--- src/rtl/rz_uart_pkg.sv ---
// ----------------------------------------------------------------------------
// rz_uart_pkg
// Shared definitions for the RZ-UART transmit and receive paths.
//   RZ_START_BIT / RZ_STOP_BIT : frame delimiters
//   rz_frame_len(dw)           : cycles per frame for a dw-bit payload
//   rz_tx_state_e              : serializer state values (IDLE, SHIFT, GAP)
// ----------------------------------------------------------------------------
package rz_uart_pkg;

    localparam logic RZ_START_BIT = 1'b0;
    localparam logic RZ_STOP_BIT  = 1'b1;

    function automatic int unsigned rz_frame_len(input int unsigned dw);
        return dw + 2;
    endfunction

    typedef enum logic [1:0] {
        IDLE  = 2'd0,
        SHIFT = 2'd1,
        GAP   = 2'd2
    } rz_tx_state_e;

endpackage

--- src/rtl/rz_uart_tx_fifo.sv ---
// ----------------------------------------------------------------------------
// rz_sync_fifo
// Single-clock FIFO with first-word visibility on data_out (no fall-through
// into an empty FIFO). Pointers carry one extra MSB to tell full from empty.
// Ports:
//   clk, reset_n      clock, async active-low reset
//   push, data_in     write request / word (ignored when full or flushing)
//   pop, data_out     read request (ignored when empty or flushing) / head word
//   flush             discard all stored words; wins over push and pop
//   full, empty       status
//   level             number of stored words, 0..DEPTH
// ----------------------------------------------------------------------------
module rz_sync_fifo
    import rz_uart_pkg::*;
#(
    parameter int unsigned WIDTH = 8,
    parameter int unsigned DEPTH = 4
) (
    input  logic                           clk,
    input  logic                           reset_n,
    input  logic                           push,
    input  logic                           pop,
    input  logic                           flush,
    input  logic [WIDTH-1:0]               data_in,
    output logic [WIDTH-1:0]               data_out,
    output logic                           full,
    output logic                           empty,
    output logic [$clog2(DEPTH+1)-1:0]     level
);

    localparam int unsigned AW = $clog2(DEPTH);
    localparam int unsigned LW = $clog2(DEPTH + 1);

    logic [WIDTH-1:0] mem [DEPTH];
    logic [AW:0]      wr_ptr;
    logic [AW:0]      rd_ptr;
    logic             do_push;
    logic             do_pop;

    assign do_push = push && !full && !flush;
    assign do_pop  = pop && !empty && !flush;

    assign empty    = (wr_ptr == rd_ptr);
    assign full     = (wr_ptr[AW] != rd_ptr[AW]) &&
                      (wr_ptr[AW-1:0] == rd_ptr[AW-1:0]);
    assign level    = LW'(wr_ptr - rd_ptr);
    assign data_out = mem[rd_ptr[AW-1:0]];

    always_ff @(posedge clk or negedge reset_n) begin
        if (!reset_n) begin
            wr_ptr <= '0;
            rd_ptr <= '0;
        end else if (flush) begin
            wr_ptr <= '0;
            rd_ptr <= '0;
        end else begin
            if (do_push) wr_ptr <= wr_ptr + 1'b1;
            if (do_pop)  rd_ptr <= rd_ptr + 1'b1;
        end
    end

    always_ff @(posedge clk) begin
        if (do_push) mem[wr_ptr[AW-1:0]] <= data_in;
    end

endmodule

--- src/rtl/rz_uart_tx.sv ---
// ----------------------------------------------------------------------------
// rz_uart_tx
// Buffered RZ-UART transmitter. Words arrive on a valid/ready stream, queue in
// rz_sync_fifo, and are serialized as start(0), data LSB first, stop(1), one
// bit per tx_clk cycle, with GAP_BITS idle cycles between frames.
// Ports:
//   tx_clk, reset_n   bit clock, async active-low reset
//   s_valid/s_ready   source handshake, s_data word (LSB sent first)
//   tx_enable         0 blocks the start of new frames (never truncates one)
//   flush             discard queued words; frame in flight completes
//   busy              frame in flight, gap running, or words queued
//   fifo_level        queued words, excluding the frame in flight
//   tx_p / tx_n       RZ pulses for logic 1 / logic 0 during tx_clk high
// ----------------------------------------------------------------------------
module rz_uart_tx
    import rz_uart_pkg::*;
#(
    parameter int unsigned DATA_WIDTH = 8,
    parameter int unsigned FIFO_DEPTH = 4,
    parameter int unsigned GAP_BITS   = 1
) (
    input  logic                              tx_clk,
    input  logic                              reset_n,
    input  logic                              s_valid,
    output logic                              s_ready,
    input  logic [DATA_WIDTH-1:0]             s_data,
    input  logic                              tx_enable,
    input  logic                              flush,
    output logic                              busy,
    output logic [$clog2(FIFO_DEPTH+1)-1:0]   fifo_level,
    output logic                              tx_p,
    output logic                              tx_n
);

    localparam int unsigned FRAME_LEN = rz_frame_len(DATA_WIDTH);
    localparam int unsigned CW        = $clog2(FRAME_LEN);
    localparam int unsigned GW        = (GAP_BITS > 1) ? $clog2(GAP_BITS) : 1;
    localparam logic [CW-1:0] CNT_LOAD = CW'(FRAME_LEN - 1);
    localparam logic [GW-1:0] GAP_LOAD = (GAP_BITS > 0) ? GW'(GAP_BITS - 1) : '0;

    localparam logic [1:0] ST_IDLE  = IDLE;
    localparam logic [1:0] ST_SHIFT = SHIFT;
    localparam logic [1:0] ST_GAP   = GAP;

    logic [1:0]            state;
    logic [FRAME_LEN-1:0]  shift;
    logic [CW-1:0]         cnt;
    logic [GW-1:0]         gcnt;
    logic                  tx_en;
    logic                  tx_bit;

    logic                  fifo_full;
    logic                  fifo_empty;
    logic [DATA_WIDTH-1:0] fifo_data;
    logic                  do_pop;

    assign s_ready = !fifo_full && !flush;

    rz_sync_fifo #(
        .WIDTH (DATA_WIDTH),
        .DEPTH (FIFO_DEPTH)
    ) u_fifo (
        .clk      (tx_clk),
        .reset_n  (reset_n),
        .push     (s_valid && s_ready),
        .pop      (do_pop),
        .flush    (flush),
        .data_in  (s_data),
        .data_out (fifo_data),
        .full     (fifo_full),
        .empty    (fifo_empty),
        .level    (fifo_level)
    );

    // Pop points: IDLE, the stop-bit edge when no gap is configured, and the
    // last gap cycle. Popping on the last gap cycle keeps the idle time between
    // frames at exactly GAP_BITS cycles instead of GAP_BITS plus an IDLE cycle.
    always_comb begin
        do_pop = 1'b0;
        if (!flush && !fifo_empty && tx_enable) begin
            case (state)
                ST_IDLE:  do_pop = 1'b1;
                ST_SHIFT: do_pop = (cnt == '0) && (GAP_BITS == 0);
                ST_GAP:   do_pop = (gcnt == '0);
                default:  do_pop = 1'b0;
            endcase
        end
    end

    always_ff @(posedge tx_clk or negedge reset_n) begin
        if (!reset_n) begin
            state  <= ST_IDLE;
            shift  <= '0;
            cnt    <= '0;
            gcnt   <= '0;
            tx_en  <= 1'b0;
            tx_bit <= 1'b0;
        end else begin
            case (state)
                ST_IDLE: begin
                    tx_en  <= 1'b0;
                    tx_bit <= 1'b0;
                end
                ST_SHIFT: begin
                    tx_en  <= 1'b1;
                    tx_bit <= shift[0];
                    shift  <= shift >> 1;
                    if (cnt != '0) begin
                        cnt <= cnt - 1'b1;
                    end else if (GAP_BITS > 0) begin
                        state <= ST_GAP;
                        gcnt  <= GAP_LOAD;
                    end else begin
                        state <= ST_IDLE;
                    end
                end
                ST_GAP: begin
                    tx_en  <= 1'b0;
                    tx_bit <= 1'b0;
                    if (gcnt != '0) gcnt <= gcnt - 1'b1;
                    else            state <= ST_IDLE;
                end
                default: begin
                    state <= ST_IDLE;
                    tx_en <= 1'b0;
                end
            endcase
            // A pop overrides the state-local updates above with a fresh frame.
            if (do_pop) begin
                shift <= {RZ_STOP_BIT, fifo_data, RZ_START_BIT};
                cnt   <= CNT_LOAD;
                state <= ST_SHIFT;
            end
        end
    end

    assign busy = (state != ST_IDLE) || !fifo_empty;

    // tx_en/tx_bit only change on the rising edge, so gating with tx_clk
    // yields clean pulses confined to the high phase.
    assign tx_p = tx_en &  tx_bit & tx_clk;
    assign tx_n = tx_en & ~tx_bit & tx_clk;

endmodule

--- config.mk ---
export PLATFORM = sky130hd
export DESIGN_NAME = rz_uart_tx
export DESIGN_NICKNAME = d
export VERILOG_FILES = /design/src/rtl/rz_uart_pkg.sv /design/src/rtl/rz_uart_tx_fifo.sv /design/src/rtl/rz_uart_tx.sv
export SDC_FILE = /design/constraint.sdc
export NUM_CORES = 1
export LEC_CHECK = 0
export BUFFER_PORTS_ARGS = -buffer_cell sky130_fd_sc_hd__buf_2
export CAP_MARGIN = 30
export CORE_MARGIN = 2
export CORE_UTILIZATION = 35
export CTS_CLUSTER_DIAMETER = 120
export DETAILED_ROUTE_END_ITERATION = 16
export PLACE_DENSITY = 0.49
export SYNTH_ARGS = -nofsm -noshare
export SYNTH_HDL_FRONTEND = slang
export SYNTH_SLANG_ARGS = --single-unit
--- constraint.sdc ---
create_clock -name tx_clk -period 2.8 [get_ports tx_clk]
set_input_delay 0.56 -clock tx_clk [delete_from_list [all_inputs] [get_ports tx_clk]]
set_output_delay 0.56 -clock tx_clk [all_outputs]
set_load 0.03 [all_outputs]
# [After elaboration in Yosys (flattened, before gate mapping)]
# Memory sizes are Yosys's and may differ from the RTL's.
# Index checks and enable logic that the tools add are counted.
[classes] add_sub_neg=5 n_eq_ne=9 mux=22 n_bitwise=6 reduce_logical=26
[ops] operator="$mux 10" n=2
[ops] operator="$reduce_bool 2->1" n=7
[ops] operator="$mux 3" n=4
[ops] operator="$mux 4" n=3
[ops] operator="$logic_and 1x1->1" n=9
[ops] operator="$add 3x1->3 const B" n=2
[ops] operator="$mux 1" n=6
[ops] operator="$mux 2" n=3
[ops] operator="$ne 3x2->1 const B" n=2
[ops] operator="$pmux 1 s2" n=3
[ops] operator="$pmux 2 s3" n=1
[ops] operator="$and 1x1->1" n=4
[ops] operator="$reduce_and 2->1" n=2
[ops] operator="$reduce_bool 4->1" n=1
[ops] operator="$sub 4x1->4 const B" n=1
[ops] operator="$eq 3x3->1" n=1
[ops] operator="$logic_not 1->1" n=3
[ops] operator="$reduce_and 3->1" n=1
[ops] operator="$sub 3x3->3" n=1
[ops] operator="$eq 2x1->1 const B" n=1
[ops] operator="$eq 2x2->1" n=1
[ops] operator="$eq 2x2->1 const B" n=1
[ops] operator="$logic_not 2->1" n=1
[ops] operator="$ne 2x1->1 const B" n=1
[ops] operator="other kinds (6)" n=7
[word_totals] regBits=25 mem_bits_rw=32 output_inout_bits=7 wordCells=77 n_memories=1
[memory_table] name="u_fifo.mem" depth=4 word_bits=8 rd=1 rd_ports_with_merged_regs=0 write_ports=1 line="rz_uart_tx_fifo.sv:34" source="logic [WIDTH-1:0] mem [DEPTH];"

# [Depth between registers and ports, before layout]
[depth] depth_word=9 ltp_mapped=7

# [Cells and area by module]
# From an unflattened synthesis, not the netlist that was laid out.
[hier_totals] cells_unflattened=187 area_unflattened_um2=2626.3
[modules_own_cells] module="rz_sync_fifo" instances=1 cells_each=106 area_per_inst_um2=1729.2 seq_area_each_um2=1111.1
[modules_own_cells] module="rz_uart_tx" instances=1 cells_each=81 area_per_inst_um2=897.1 seq_area_each_um2=450.4

==> metrics.md <==
| Metric | Value |
|---|---|
| Pins Over Slew Limit | 0 |
| Count of buffers from port buffering | 19 |
| CTS tree | done |
| Share of power burned in registers | 0.451 |
| Most frequent cell after synthesis | edfxtp_1 |
| Crit end category | primary output |
| Initial antenna violation count | 0 |
| Worst clock skew | 0.00868 ns |
| RSZ-0062 raised after global routing | false |
| GRT overflow | 0 |
| Syn avg cell area | 15.4 sq um |
| Reg2reg start | u_fifo.wr_ptr[0] |
| Maxcap violations | 0 |
| Core area | 6910 sq um |
| Achievable Freq | 0.384 GHz |
| Post-synth top area share | 0.380 |
| Initial Util | 0.366 |
| Top_reg_cell synth | edfxtp_1 |
| Worst-Margin Slew | 0.585 ns |
| Post-Syn Instances | 164 |
| Synth top area cells | edfxtp_1 38%, dfrtp_1 24%, mux2_2 7.1% |
| Dpl hpwl | 3.01 mm |
| Synth async-reset ratio | 0.429 |
| Final setup viols | 0 |
| Final period utilization | 0.930 |
| Fill count | 644 |
| Slew margin rel. | 0.608 |
| Logic pwr share | 0.277 |
| Clock transition at path regs | 0.10 ns |
| Vias in the first global route | 1525 |
| Drt pass-1 iters | 4 |
| First-pass GRT wire length | 7.51 mm |
| Via count | 1383 |
| Worst Setup SP | u_fifo.wr_ptr[0] |
| Leak | 1.18 nW |
| Worst hold path type | in -> async |
| WP data required | 2.24 ns |
| Final TNS setup | 0 ns |
| RePlAce Congestion | 0.814 |
| Status | complete, no violations |
| EDFF count, synth | 32 |
| Pint | 1.68 mW |
| Routed Antenna Nets | 0 |
| Syn Nets | 187 |
| Post-Route WL | 4.43 mm |
| Initial DRC count | 54 |
| Total power | 2.44 mW |
| GRT Util Overall | 0.136 |
| Clk pwr share | 0.272 |
| CP Cell Sequence | inv_1 > ha_1 > nand2_2 > or4_1 > buf_2 |
| Startpoint Class | flip-flop |
| Post-synth top cells | 32 x edfxtp_1, 24 x dfrtp_1, 16 x mux2_2, 9 x ha_1, 9 x inv_1 |
| Ports | 20 |
| Post-layout minimum cycle time | 2.60 ns |
| Area growth from synthesis to layout | 14.2% |
| Leading area contributor after synthesis | edfxtp_1 |
| Register area share after synthesis | 0.617 |
| Worst-Skew Late Latency | 0.42 ns |
| Library cells used by synthesis | 38 |
| Syn. warnings | 0 |
| Share of cells above drive strength 1 | 0.337 |
| Sw Ratio | 0.312 |
| Worst vdd ir | 0.235 mV |
| Die ar. | 7920 sq um |
| Crit path DAT | 2.04 ns |
| Critical path peak fanout | 7 |
| # diodes | 0 |
| R2R cell count | 5 |
| # rows | 30 |
| Critical-path top delay cell | or4_1 |
| Per-cell routed wire length | 15.3 um |
| Vias/cell | 4.79 |
| Chip width | 89.0 um |
| DR DRC count | 0 |
| Slowest stage delay, CP | 0.43 ns |
| Yosys reg bits | 56 |
| Layout Nets | 214 |
| Largest net degree at the start of global routing | 25 |
| Utilization after layout | 0.418 |
| Die height | 89.0 um |
| Post-synthesis cell area | 2530 sq um |
| Kind of critical path | reg -> out |
| Power Density | 844 nW/um^2 |
| Final hold vios | 0 |
| Switch Pwr | 0.760 mW |
## worst max-delay path, delay by kind of cell, from the launching register on
family	cells	cell delay, ns
buffers and inverters	2	0.31
flip-flops	1	0.41
adder cells (fa/ha/maj)	1	0.34
AND/OR/NAND/NOR	2	0.57
## kinds of logic (layout without fill, tap and decap cells)
logic type | after synthesis | after routing | share of synthesized area
AOI/OAI and AO/OA | 17 | 17 | 0.0509
xor gates and xnor gates | 3 | 3 | 0.0134
adders and majority gates | 10 | 10 | 0.0524
buffers and inverters | 15 | 44 | 0.0257
DFF | 56 | 56 | 0.617
muxes | 29 | 29 | 0.166
and+or+nand+nor | 34 | 34 | 0.0742
## stage by stage
step | instances | hold slack (ns) | setup slack, ns | cell area (sq um)
after CTS | 289 | 0.121 | 0.107 | 2890
final | 289 | 0.107 | 0.197 | 2890
after floorplan | 164 | 0.264 | 0.439 | 2530
after global placement | 276 | 0.456 | 0.525 | 2730
after detailed placement | 276 | 0.478 | 0.525 | 2730
after global routing | 289 | 0.141 | 0.0715 | 2890
## what timing repair did
| item | 4_1_cts | 5_1_grt |
|---|---|---|
| resized for setup | 0 | 1 |
| hold buffers | 0 | 0 |
| endpoints found under the setup margin | 0 | 1 |
| buffers inserted | 0 | 0 |
## path summary, 6_finish.rpt
path / end / slack (ns)
setup / recovery: busy / 0.20
hold / removal: cnt[3] / 0.11
setup reg to reg: u_fifo.mem[3][6] / 0.71
hold reg to reg: shift[9] / 0.49
max in group asynchronous: u_fifo.wr_ptr[0] / 2.32
min in group tx_clk: u_fifo.mem[0][5] / 0.35
## area by class of cell
| cell class | count | area, sq um | share of cell area |
|---|---|---|---|
| Timing Repair Buffer | 19 | 100 | 0.0346 |
| Inverter | 10 | 37.5 | 0.0130 |
| Clock buffer | 12 | 138 | 0.0476 |
| Multi-Input combinational cell | 93 | 906 | 0.314 |
| Clock inverter | 3 | 26.3 | 0.00909 |
| Tap cell | 96 | 120 | 0.0416 |
| Sequential cell | 56 | 1560 | 0.540 |
## per-layer routing
layer,wire length [um],track usage
met1,1980,0.156
met2,2180,0.215
met3,190,0.0619
met4,81,0.0678
met5,0,0
## cells in the final DEF (no fill, tap or decap), types with 2 or more instances in the layout
master / instances
mux2_2: 16
nor2_1: 7
inv_6: 2
mux2_4: 2
o2111ai_1: 3
nor3b_1: 2
clkbuf_8: 9
nand2_1: 5
o21ai_0: 5
buf_4: 2
dfrtp_1: 24
nor3_1: 2
inv_1: 9
a31oi_1: 2
or3_1: 2
mux4_2: 8
xnor2_1: 2
and3_1: 6
mux2i_1: 3
nand2b_1: 2
edfxtp_1: 32
a21boi_0: 2
ha_1: 9
buf_2: 19
## power by group through the flow
stage / Combinational [mW] / Sequential (mW) / Clock (mW)
after floorplan: 0.546 / 1.09 / 0.0334
after global placement: 0.660 / 1.11 / 0.0428
after detailed placement: 0.681 / 1.12 / 0.0428
after CTS: 0.683 / 1.10 / 0.691
after global routing: 0.765 / 1.12 / 0.732
final: 0.674 / 1.10 / 0.662
## sequential cells by signal, summed over array words and instances (netlist names)
register,count
tx_bit,1
cnt,4
shift,10
u_fifo.wr_ptr,3
state,2
u_fifo.mem,32
u_fifo.rd_ptr,3
tx_en,1
Power figures use the tool's default switching activity.
